$ cat config.mk
export PLATFORM = sky130hd
export DESIGN_NAME = spi_device_router
export DESIGN_NICKNAME = d
export VERILOG_FILES = /design/src/rtl/spi_device_router_pkg.sv /design/src/rtl/spi_device_router_pin_sync.sv /design/src/rtl/spi_device_router.sv
export SDC_FILE = /design/constraint.sdc
export NUM_CORES = 1
export LEC_CHECK = 0
export CAP_MARGIN = 20
export CELL_PAD_IN_SITES_DETAIL_PLACEMENT = 0
export CELL_PAD_IN_SITES_GLOBAL_PLACEMENT = 1
export CORE_ASPECT_RATIO = 0.8
export CORE_MARGIN = 1
export CORE_UTILIZATION = 40
export DETAILED_ROUTE_END_ITERATION = 8
export PLACE_DENSITY_LB_ADDON = 0.1
export SKIP_CTS_REPAIR_TIMING = 1
export SYNTH_ARGS = -nofsm -noshare
export SYNTH_HDL_FRONTEND = slang
export SYNTH_SLANG_ARGS = --single-unit
$ cat constraint.sdc
create_clock -name clk_i -period 1.6 [get_ports clk_i]
set_clock_uncertainty 0.05 [all_clocks]
set_input_delay 0.32 -clock clk_i [delete_from_list [all_inputs] [get_ports clk_i]]
set_output_delay 0.32 -clock clk_i [all_outputs]
set_load 0.005 [all_outputs]
$ cat src/rtl/spi_device_router_pkg.sv
// Shared constants and FSM encoding for the SPI device router.
// Header layout: id in bits [7:5], remaining bits ignored.
package spi_device_router_pkg;
   localparam logic [2:0] ID_STATUS = 3'd7;
   localparam int         HDR_BITS  = 8;

   typedef enum logic [2:0] {
      ST_IDLE,
      ST_HDR,
      ST_FWD,
      ST_STAT,
      ST_DROP
   } state_e;
endpackage

$ cat src/rtl/spi_device_router_pin_sync.sv
// Synchronizes sclk/ncs/di into clk and flags edges; SYNC_STAGES+1 clk to an edge pulse.
// No backpressure; edges are suppressed until both compared samples hold real pin data.
module spi_pin_sync
   import spi_device_router_pkg::*;
#(
   parameter int SYNC_STAGES = 2
) (
   input  logic clk_i,
   input  logic nreset_i,
   input  logic sclk_i,
   input  logic ncs_i,
   input  logic di_i,
   output logic sclk_rise_o,
   output logic sclk_fall_o,
   output logic ncs_fall_o,
   output logic ncs_rise_o,
   output logic di_s_o
);
   logic [SYNC_STAGES-1:0] sclk_sq, ncs_sq, di_sq;
   logic                   sclk_pq, ncs_pq;
   logic [SYNC_STAGES:0]   fill_q;
   logic                   sclk_s, ncs_s, ok;

   always_ff @(posedge clk_i) begin
      if (!nreset_i) begin
         sclk_sq <= '0;
         ncs_sq  <= '1;
         di_sq   <= '0;
         sclk_pq <= 1'b0;
         ncs_pq  <= 1'b1;
         fill_q  <= '0;
      end else begin
         sclk_sq <= SYNC_STAGES'({sclk_sq, sclk_i});
         ncs_sq  <= SYNC_STAGES'({ncs_sq, ncs_i});
         di_sq   <= SYNC_STAGES'({di_sq, di_i});
         sclk_pq <= sclk_s;
         ncs_pq  <= ncs_s;
         fill_q  <= {fill_q[SYNC_STAGES-1:0], 1'b1};
      end
   end

   // A pin held low across reset must not look like a fresh ncs falling edge.
   assign ok          = fill_q[SYNC_STAGES];
   assign sclk_s      = sclk_sq[SYNC_STAGES-1];
   assign ncs_s       = ncs_sq[SYNC_STAGES-1];
   assign sclk_rise_o = ok &  sclk_s & ~sclk_pq;
   assign sclk_fall_o = ok & ~sclk_s &  sclk_pq;
   assign ncs_fall_o  = ok & ~ncs_s  &  ncs_pq;
   assign ncs_rise_o  = ok &  ncs_s  & ~ncs_pq;
   assign di_s_o      = di_sq[SYNC_STAGES-1];
endmodule

$ cat src/rtl/spi_device_router.sv
// Host SPI header decode -> one handler chip select, MISO mux, status byte and RR irq arbitration.
// dev_ncs asserts SYNC_STAGES+1 clk after the synchronized 8th header bit; host sclk is never stalled.
module spi_device_router
   import spi_device_router_pkg::*;
#(
   parameter int NDEV        = 3,
   parameter int SYNC_STAGES = 2
) (
   input  logic            clk_i,
   input  logic            nreset_i,
   input  logic            sclk_i,
   input  logic            ncs_i,
   input  logic            di_i,
   output logic            do_o,
   output logic [NDEV-1:0] dev_ncs_o,
   input  logic [NDEV-1:0] dev_do_i,
   input  logic [NDEV-1:0] dev_req_i,
   output logic            nirq_o
);
   logic sclk_rise, sclk_fall, ncs_fall, ncs_rise, di_s;

   spi_pin_sync #(.SYNC_STAGES(SYNC_STAGES)) u_sync (
      .clk_i      (clk_i),
      .nreset_i   (nreset_i),
      .sclk_i     (sclk_i),
      .ncs_i      (ncs_i),
      .di_i       (di_i),
      .sclk_rise_o(sclk_rise),
      .sclk_fall_o(sclk_fall),
      .ncs_fall_o (ncs_fall),
      .ncs_rise_o (ncs_rise),
      .di_s_o     (di_s)
   );

   state_e          state_q, state_d;
   logic [3:0]      cnt_q, cnt_d;
   logic [2:0]      hdr_q, hdr_d;
   logic [1:0]      sel_q, sel_d;
   logic [7:0]      sh_q, sh_d;
   logic [1:0]      rr_q, rr_d, gnt_q, gnt_d;
   logic            any_q, any_d;
   logic [NDEV-1:0] dev_ncs_q, dev_ncs_d;
   logic            nirq_q;

   logic [3:0] pend4, dev_do4;
   logic [2:0] idx, rr_inc;
   logic [1:0] grant;
   logic       found;

   // Round-robin search starting at rr_q, wrapping at NDEV.
   always_comb begin
      pend4 = 4'(dev_req_i);
      grant = '0;
      found = 1'b0;
      idx   = '0;
      for (int k = 0; k < NDEV; k++) begin
         idx = {1'b0, rr_q} + 3'(k);
         if (idx >= 3'(NDEV)) idx = idx - 3'(NDEV);
         if (!found && pend4[idx[1:0]]) begin
            found = 1'b1;
            grant = idx[1:0];
         end
      end
      rr_inc = {1'b0, gnt_q} + 3'd1;
      if (rr_inc >= 3'(NDEV)) rr_inc = 3'd0;
   end

   always_comb begin
      state_d = state_q;
      cnt_d   = cnt_q;
      hdr_d   = hdr_q;
      sel_d   = sel_q;
      sh_d    = sh_q;
      rr_d    = rr_q;
      gnt_d   = gnt_q;
      any_d   = any_q;
      if (ncs_rise) begin
         state_d = ST_IDLE;
         sh_d    = 8'hFF;
         if (state_q == ST_STAT && cnt_q == 4'(HDR_BITS) && any_q) rr_d = rr_inc[1:0];
      end else begin
         case (state_q)
            ST_IDLE: if (ncs_fall) begin
               state_d = ST_HDR;
               cnt_d   = '0;
            end
            ST_HDR: if (sclk_rise) begin
               // Only the id bits are kept; the rest of the header is dropped.
               if (cnt_q < 4'd3) hdr_d = {hdr_q[1:0], di_s};
               cnt_d = cnt_q + 4'd1;
               if (cnt_q == 4'(HDR_BITS - 1)) begin
                  cnt_d = '0;
                  if (hdr_q < 3'(NDEV)) begin
                     state_d = ST_FWD;
                     sel_d   = hdr_q[1:0];
                  end else if (hdr_q == ID_STATUS) begin
                     state_d = ST_STAT;
                     sh_d    = {found, 1'b0, grant, pend4};
                     gnt_d   = grant;
                     any_d   = found;
                  end else begin
                     state_d = ST_DROP;
                  end
               end
            end
            ST_STAT: begin
               // cnt counts status bits sampled by the host; the header's own falling edge is skipped.
               if (sclk_rise && cnt_q != 4'(HDR_BITS)) cnt_d = cnt_q + 4'd1;
               if (sclk_fall && cnt_q != 4'd0) sh_d = {sh_q[6:0], 1'b1};
            end
            ST_FWD, ST_DROP: ;
            default: state_d = ST_IDLE;
         endcase
      end
      for (int i = 0; i < NDEV; i++)
         dev_ncs_d[i] = !((state_d == ST_FWD) && (sel_d == 2'(i)));
   end

   always_ff @(posedge clk_i) begin
      if (!nreset_i) begin
         state_q   <= ST_IDLE;
         cnt_q     <= '0;
         hdr_q     <= '0;
         sel_q     <= '0;
         sh_q      <= 8'hFF;
         rr_q      <= '0;
         gnt_q     <= '0;
         any_q     <= 1'b0;
         dev_ncs_q <= '1;
         nirq_q    <= 1'b1;
      end else begin
         state_q   <= state_d;
         cnt_q     <= cnt_d;
         hdr_q     <= hdr_d;
         sel_q     <= sel_d;
         sh_q      <= sh_d;
         rr_q      <= rr_d;
         gnt_q     <= gnt_d;
         any_q     <= any_d;
         dev_ncs_q <= dev_ncs_d;
         nirq_q    <= ~|dev_req_i;
      end
   end

   assign dev_do4   = 4'(dev_do_i);
   assign do_o      = (state_q == ST_FWD) ? dev_do4[sel_q] : sh_q[7];
   assign dev_ncs_o = dev_ncs_q;
   assign nirq_o    = nirq_q;
endmodule

# Word level (Yosys, flattened, before mapping)
# Cells that the tools add are included.
[op_classes] add_sub_neg=7 n_mul=0 div=0 magnitude_cmp=10 eq_ne=18 n_shift=0 n_mux=43 bitwise=15 reduce_logical=28
[op_table] op="2-to-1 mux 8 bit" count=5
[op_table] op="2-to-1 mux 2 bit" count=12
[op_table] op="2-to-1 mux 3 bit" count=6
[op_table] op="2-to-1 mux 4 bit" count=4
[op_table] op="one-hot mux 8 bit (2 select lines)" count=1
[op_table] op="less-than comparator 2 x 3 -> 1 bit (second input constant)" count=4
[op_table] op="one-hot mux 4 bit (3 select lines)" count=1
[op_table] op="AND reduction 6 bit" count=2
[op_table] op="inequality test 2 bit (second input constant)" count=5
[op_table] op="equality test 3 x 2 -> 1 bit (second input constant)" count=3
[op_table] op=">= comparator 3 x 2 -> 1 bit (second input constant)" count=3
[op_table] op="logical AND 1 bit" count=9
[op_table] op="2-to-1 mux 1 bit" count=9
[op_table] op="one-hot mux 3 bit (3 select lines)" count=1
[op_table] op="bitwise AND 1 bit" count=8
[op_table] op="binary-select mux 1 bit (select 2 bit)" count=4
[op_table] op="NOT 1 bit" count=7
[op_table] op="adder 2 x 1 -> 3 bit (second input constant)" count=2
[op_table] op="equality test 3 bit (second input constant)" count=2
[op_table] op="zero test 1 bit" count=6
[op_table] op="OR reduction 3 bit" count=2
[op_table] op="subtractor 2 bit (second input constant)" count=3
[op_table] op="AND reduction 5 bit" count=1
[op_table] op="adder 4 x 1 -> 4 bit (second input constant)" count=1
[op_table] op="other kinds (19)" count=20
[word_totals] regBits=40 latch_bits=0 ramBits=0 romBits=0 in_bits=11 output_inout_bits=5 word_cells=138 mem_count=0

# Logic depth before layout (Yosys ltp)
[depth] ltp_word=16 ltp_mapped=8 mapped_depth_nobuf=7

# Hierarchy
# A second synthesis with hierarchy kept.
[unflattened] cells_unflattened=207 hier_area_um2=1909.3
[modules_own_cells] mod="spi_device_router" instances=1 cells_per_inst=182 area_per_inst_um2=1591.5 seq_area_each_um2=580.6
[modules_own_cells] mod="spi_pin_sync" instances=1 cells_per_inst=25 area_per_inst_um2=317.8 seq_area_each_um2=220.2

# Least setup slack after synthesis
# OpenSTA, ideal clock, no wires.
[synth_path] path_type="register to register" start="reg cnt_q[0]" end="reg sh_q[3]" setup_ns=0.122 arrival_time_ns=1.542 required_ns=1.428 slack_ns=-0.114 stages_incl_launch_ff=7 path_buffers=0 period_less_slack_ns=1.714 path_cell_list="dfxtp_1 > inv_1 > ha_1 > nor3b_1 > nor4b_2 > o21bai_2 > a221o_1"
[synth_via] elab_chain_len=4 word_cells_on_any_way=6 cone_classes="eq/ne (3); reduce/logical (3)"
[synth_rtl] element="start, declared" line_no="spi_device_router.sv:36" source="logic [3:0] cnt_q, cnt_d;"
[synth_rtl] element="start signal, assigned" line_no="spi_device_router.sv:133" source="cnt_q <= cnt_d;"
[synth_rtl] element="nonzero test 4 bit" line_no="spi_device_router.sv:109" source="if (sclk_fall && cnt_q != 4'd0) sh_d = {sh_q[6:0], 1'b1};"
[synth_rtl] element="logical AND 1 bit" line_no="spi_device_router.sv:109"
[synth_rtl] element="inequality test 2 x 1 -> 1 bit (no line)"
[synth_rtl] element="AND reduction 6 bit (no line) *"
[synth_rtl] element="end signal, assigned" line_no="spi_device_router.sv:125" source="sh_q <= 8'hFF;"
[synth_rtl] element="end signal, assigned" line_no="spi_device_router.sv:136" source="sh_q <= sh_d;"
[synth_rtl] element="end, declared" line_no="spi_device_router.sv:39" source="logic [7:0] sh_q, sh_d;"
# Every way passes the cells marked *; elsewhere a longest branch is shown, timed or not.
# A chain may end at the register's enable or synchronous reset.

# Worst setup path in the final report
[layout_path] start="reg cnt_q[1]" end="reg dev_ncs_q[0], in the netlist dev_ncs_o[0]"
[layout_via] elab_chain_len=8 word_cells_on_any_way=13 cone_classes="eq/ne (2); mux (8); reduce/logical (3)"
[layout_rtl] element="equality test 4 x 3 -> 1 bit *" line_no="spi_device_router.sv:91" source="if (cnt_q == 4'(HDR_BITS - 1)) begin"
[layout_rtl] element="2-to-1 mux 3 bit or 2-to-1 mux 2 bit (tied branches)" line_no="spi_device_router.sv:91"
[layout_rtl] element="2-to-1 mux 3 bit or 2-to-1 mux 2 bit (tied branches)" line_no="spi_device_router.sv:87" source="ST_HDR: if (sclk_rise) begin"
[layout_rtl] element="one-hot mux 3 bit (3 select lines) or 2-to-1 mux 2 bit (tied branches)" line_no="spi_device_router.sv:82" source="case (state_q)"
[layout_rtl] element="2-to-1 mux 3 bit or 2-to-1 mux 2 bit (tied branches)" line_no="spi_device_router.sv:77" source="if (ncs_rise) begin"
[layout_rtl] element="equality test 3 x 2 -> 1 bit or zero test 2 bit (tied branches)" line_no="spi_device_router.sv:116" source="dev_ncs_d[i] = !((state_d == ST_FWD) && (sel_d == 2'(i)));"
[layout_rtl] element="logical AND 1 bit *" line_no="spi_device_router.sv:116"
[layout_rtl] element="zero test 1 bit *" line_no="spi_device_router.sv:116"
[layout_rtl] element="end signal, assigned" line_no="spi_device_router.sv:140" source="dev_ncs_q <= dev_ncs_d;"
[layout_rtl] element="end, declared" line_no="spi_device_router.sv:42" source="logic [NDEV-1:0] dev_ncs_q, dev_ncs_d;"
# Marked as above.

==> out/metrics.csv <==
stage,metric,value,unit
run_status,outcome,"finished, violations left",
run_status,failing checks,setup timing,
final_layout,fin cells,334,
placed_design,dpl ws,-0.421,ns
timing,"Hold Violations, Final",0,
timing,Max-slew headroom,73.7,%
timing,period utilization,110,%
final_layout,share of layout cells above drive strength 1,40.9,%
hold_path,hold path depth,1,
synth,Post-synth EDFFs,0,
timing,FMAX,569,MHz
final_layout,area grow syn2layout,46.6,%
timing,unrepaired setup endpoints after global routing,true,
synth,"Seq/Total Area, Yosys",40.5,%
timing,final setup margin,-0.157,ns
final_layout,register area,818,sq um
critical_path,Worst path slowest cell,dfxtp_2,
synth,Yosys top cell by area,dfxtp_1,
critical_path,Crit path max-delay family,simple AND/OR/NAND/NOR gates,
drt,First DRT Iteration DRCs,67,
drt,Top Metal Used,met4,
pwr,total power,0.00195,W
synth,main area contributors after synthesis,"dfxtp_1, and2_1, mux2i_1",
critical_path,Reg-to-Reg Start,cnt_q[1],
final_layout,fillcell total,393,
die,Die H,64.9,um
pwr,PD cells,671,nW/um^2
die,Die X,80.6,um
clock_network,CTS Sinks,40,
global_routing,first-pass GRT wire length,7410,um
placed_design,Placer Congestion,0.834,
pwr,P_leak,1.11,nW
clock_network,root buf cell,clkbuf_8,
clock_network,CTS Buf Count,5,
pwr,Max IR drop VDD,0.490,mV
clock_network,worst-skew pair later-pin latency,0.29,ns
drt,Routed Antenna Nets,0,
timing,setup violators final,17,
final_layout,ANT cells,0,
final_layout,final instance area,2900,sq um
die,Std-Cell Core Area,4680,sq um
global_routing,Congestion Overflow GR,0,
critical_path,Worst Path Max Fanout,5,
hold_path,Hold Path Class,reg -> reg,
drt,met2 wire length,2260,um
global_routing,initial antenna violation count,0,
critical_path,Setup CP Type,reg -> reg,
critical_path,R2R depth,6,
global_routing,total track usage,18.3,%
final_layout,"commonest cells after routing, fill and taps aside","buf_4, dfxtp_1, nand2_1",
synth,mean area per synthesized cell,9.46,sq um
synth,post-synth cell types,55,
synth,"FF+latch count, synth",40,
drt,Routed wire per std cell,13.7,um
critical_path,Worst EP arrival,1.87,ns
final_layout,area of the multi-input gates,1330,sq um
critical_path,Buf/Inv on CP,0,
final_layout,fin nets,288,
critical_path,CP cell instances,ha_4 -> nand3b_1 -> o21ai_1 -> a31oi_4 -> nor4_4 -> nand3_1,
drt,DR WL met3,152,um
global_routing,largest net degree at the start of global routing,19,
die,I/O pins,16,
final_layout,"most common cell after layout, fill and taps aside",buf_4,
synth,Syn Std Cell Area,1980,sq um
drt,DRC Markers,0,
critical_path,Worst R2R End,dev_ncs_o[0],
placed_design,IO buf count,15,
synth,ys flop type,dfxtp_1,
die,Site Rows,22,
synth,async set or reset register ratio after synthesis,0,%
synth,top cell type's share of synthesized area,40.5,%
critical_path,CP Data Required Time,1.71,ns
drt,Met1 Wirelength,2090,um
die,initial core utilization,42.2,%
timing,fin crit period,1.76,ns
drt,via density per instance,5.12,
critical_path,Crit. End Element,flip-flop,
critical_path,R2R setup slack,-0.16,ns
hold_path,Hold Crit Start,u_sync.ncs_sq[0],
critical_path,Worst Setup Start Kind,flip-flop,
run,max cap viols,0,
clock_network,Longest Clk Path Bufs,2,
clock_network,H-tree depth,2,
placed_design,DP HPWL,3290,um
global_routing,vias in the first global route,1700,
die,Die Footprint,5230,sq um
synth,Syn. warnings,0,
timing,Max Slew Vio Count,0,
timing,worst slew pin tran,0.392,ns
drt,vias after detailed routing,1709,
clock_network,Clock transition at path regs,0.08,ns
critical_path,Stages on worst setup path,6,
synth,post-synthesis cell count,209,
critical_path,Crit path largest cell delay,0.38,ns
hold_path,worst hold endpoint,u_sync.ncs_sq[1],
placed_design,placed instance area,2480,sq um
drt,router iterations before antenna repair,4,
drt,Routed WL,4580,um
clock_network,TritonCTS clock tree,built,
placed_design,Inst Count DP,315,
synth,Mapped Nets,224,
synthesized netlist by cell type, types with 4 or more instances:
| cell type | instances |
|---|---|
| ha_1 | 4 |
| a21boi_1 | 5 |
| nand3b_1 | 4 |
| o21bai_1 | 5 |
| a31oi_1 | 6 |
| and2_1 | 12 |
| o211ai_1 | 6 |
| nand2_1 | 15 |
| o21ai_1 | 6 |
| mux2i_1 | 7 |
| nand3_1 | 4 |
| nor3_1 | 6 |
| dfxtp_1 | 40 |
| nor2_1 | 13 |
| inv_1 | 10 |
| nor2b_1 | 5 |
power breakdown:
| part | total [W] | leakage, nW | switching, W | internal, W |
|---|---|---|---|---|
| clock | 0.000809 | 0.0541 | 0.000348 | 0.000461 |
| sequential | 0.00101 | 0.332 | 0.00000682 | 0.00101 |
| combinational | 0.000122 | 0.720 | 0.0000513 | 0.0000706 |
| total | 0.00195 | 1.11 | 0.000406 | 0.00154 |
worst max-delay path by stage:
| stage | from | end | slack [ns] |
|---|---|---|---|
| 2_1_floorplan | rr_q[0] | sh_q[4] | 0.002 |
| 3_5_place_dp | dev_do_i[0] | do_o | -0.42 |
| 3_3_place_gp | dev_do_i[1] | do_o | -0.38 |
| 6_report | cnt_q[1] | dev_ncs_o[0] | -0.16 |
| 4_1_cts | state_q[1] | do_o | -0.44 |
| 5_1_grt | cnt_q[0] | dev_ncs_o[1] | -0.26 |
cells by family (layout without fill, tap and decap cells):
kind of cell	count (synthesis)	in the layout	synth area share (%)
DFF	40	40	40.5
AOI/OAI and AO/OA	49	49	18.5
and+or+nand+nor	89	89	29.6
muxes	7	7	3.54
buffers and inverters	16	81	3.48
xor gates and xnor gates	3	3	1.33
adders and majority gates	5	5	3.04
worst reg2reg max path, cell delays in order (launching register included):
cell	delay, ns
dfxtp_2	0.38
ha_4	0.16
nand3b_1	0.18
o21ai_1	0.26
a31oi_4	0.13
nor4_4	0.34
nand3_1	0.12
layer usage:
metal / global-route usage, % / up-vias
met4: 7.14 / 0
met2: 30.5 / 27
met1: 22.7 / 795
met5: 0 / -
li1: - / 878
met3: 4.37 / 9
sequential cells by signal, indices dropped and copies added, names as in the netlist:
signal          cells
rr_q                2
sh_q                8
u_sync.fill_q       3
dev_ncs_o           3
nirq_o              1
state_q             3
gnt_q               2
u_sync.sclk_pq      1
u_sync.ncs_sq       2
u_sync.sclk_sq      2
u_sync.di_sq        2
any_q               1
sel_q               2
u_sync.ncs_pq       1
hdr_q               3
cnt_q               4
stage by stage:
step / utilization, % / hold WS [ns] / setup TNS [ns]
floorplan: - / 0.298 / 0
detailed placement: 52.9 / 0.363 / -2.95
global placement: 52.9 / 0.347 / -2.49
finish: 62.0 / 0.377 / -1.90
global route: 62.0 / 0.416 / -3.53
CTS: 55.3 / 0.381 / -2.93
final cells by class:
cell class                 count  share of cell area (%)
inverter                      10                    1.29
clock buffer                   5                    2.37
multi-input combinational    153                    46.0
clock inverter                 3                    1.47
tap                           60                    2.59
sequential                    40                    28.2
timing repair buffer          63                    18.1
(Power assumes the default switching activity.)
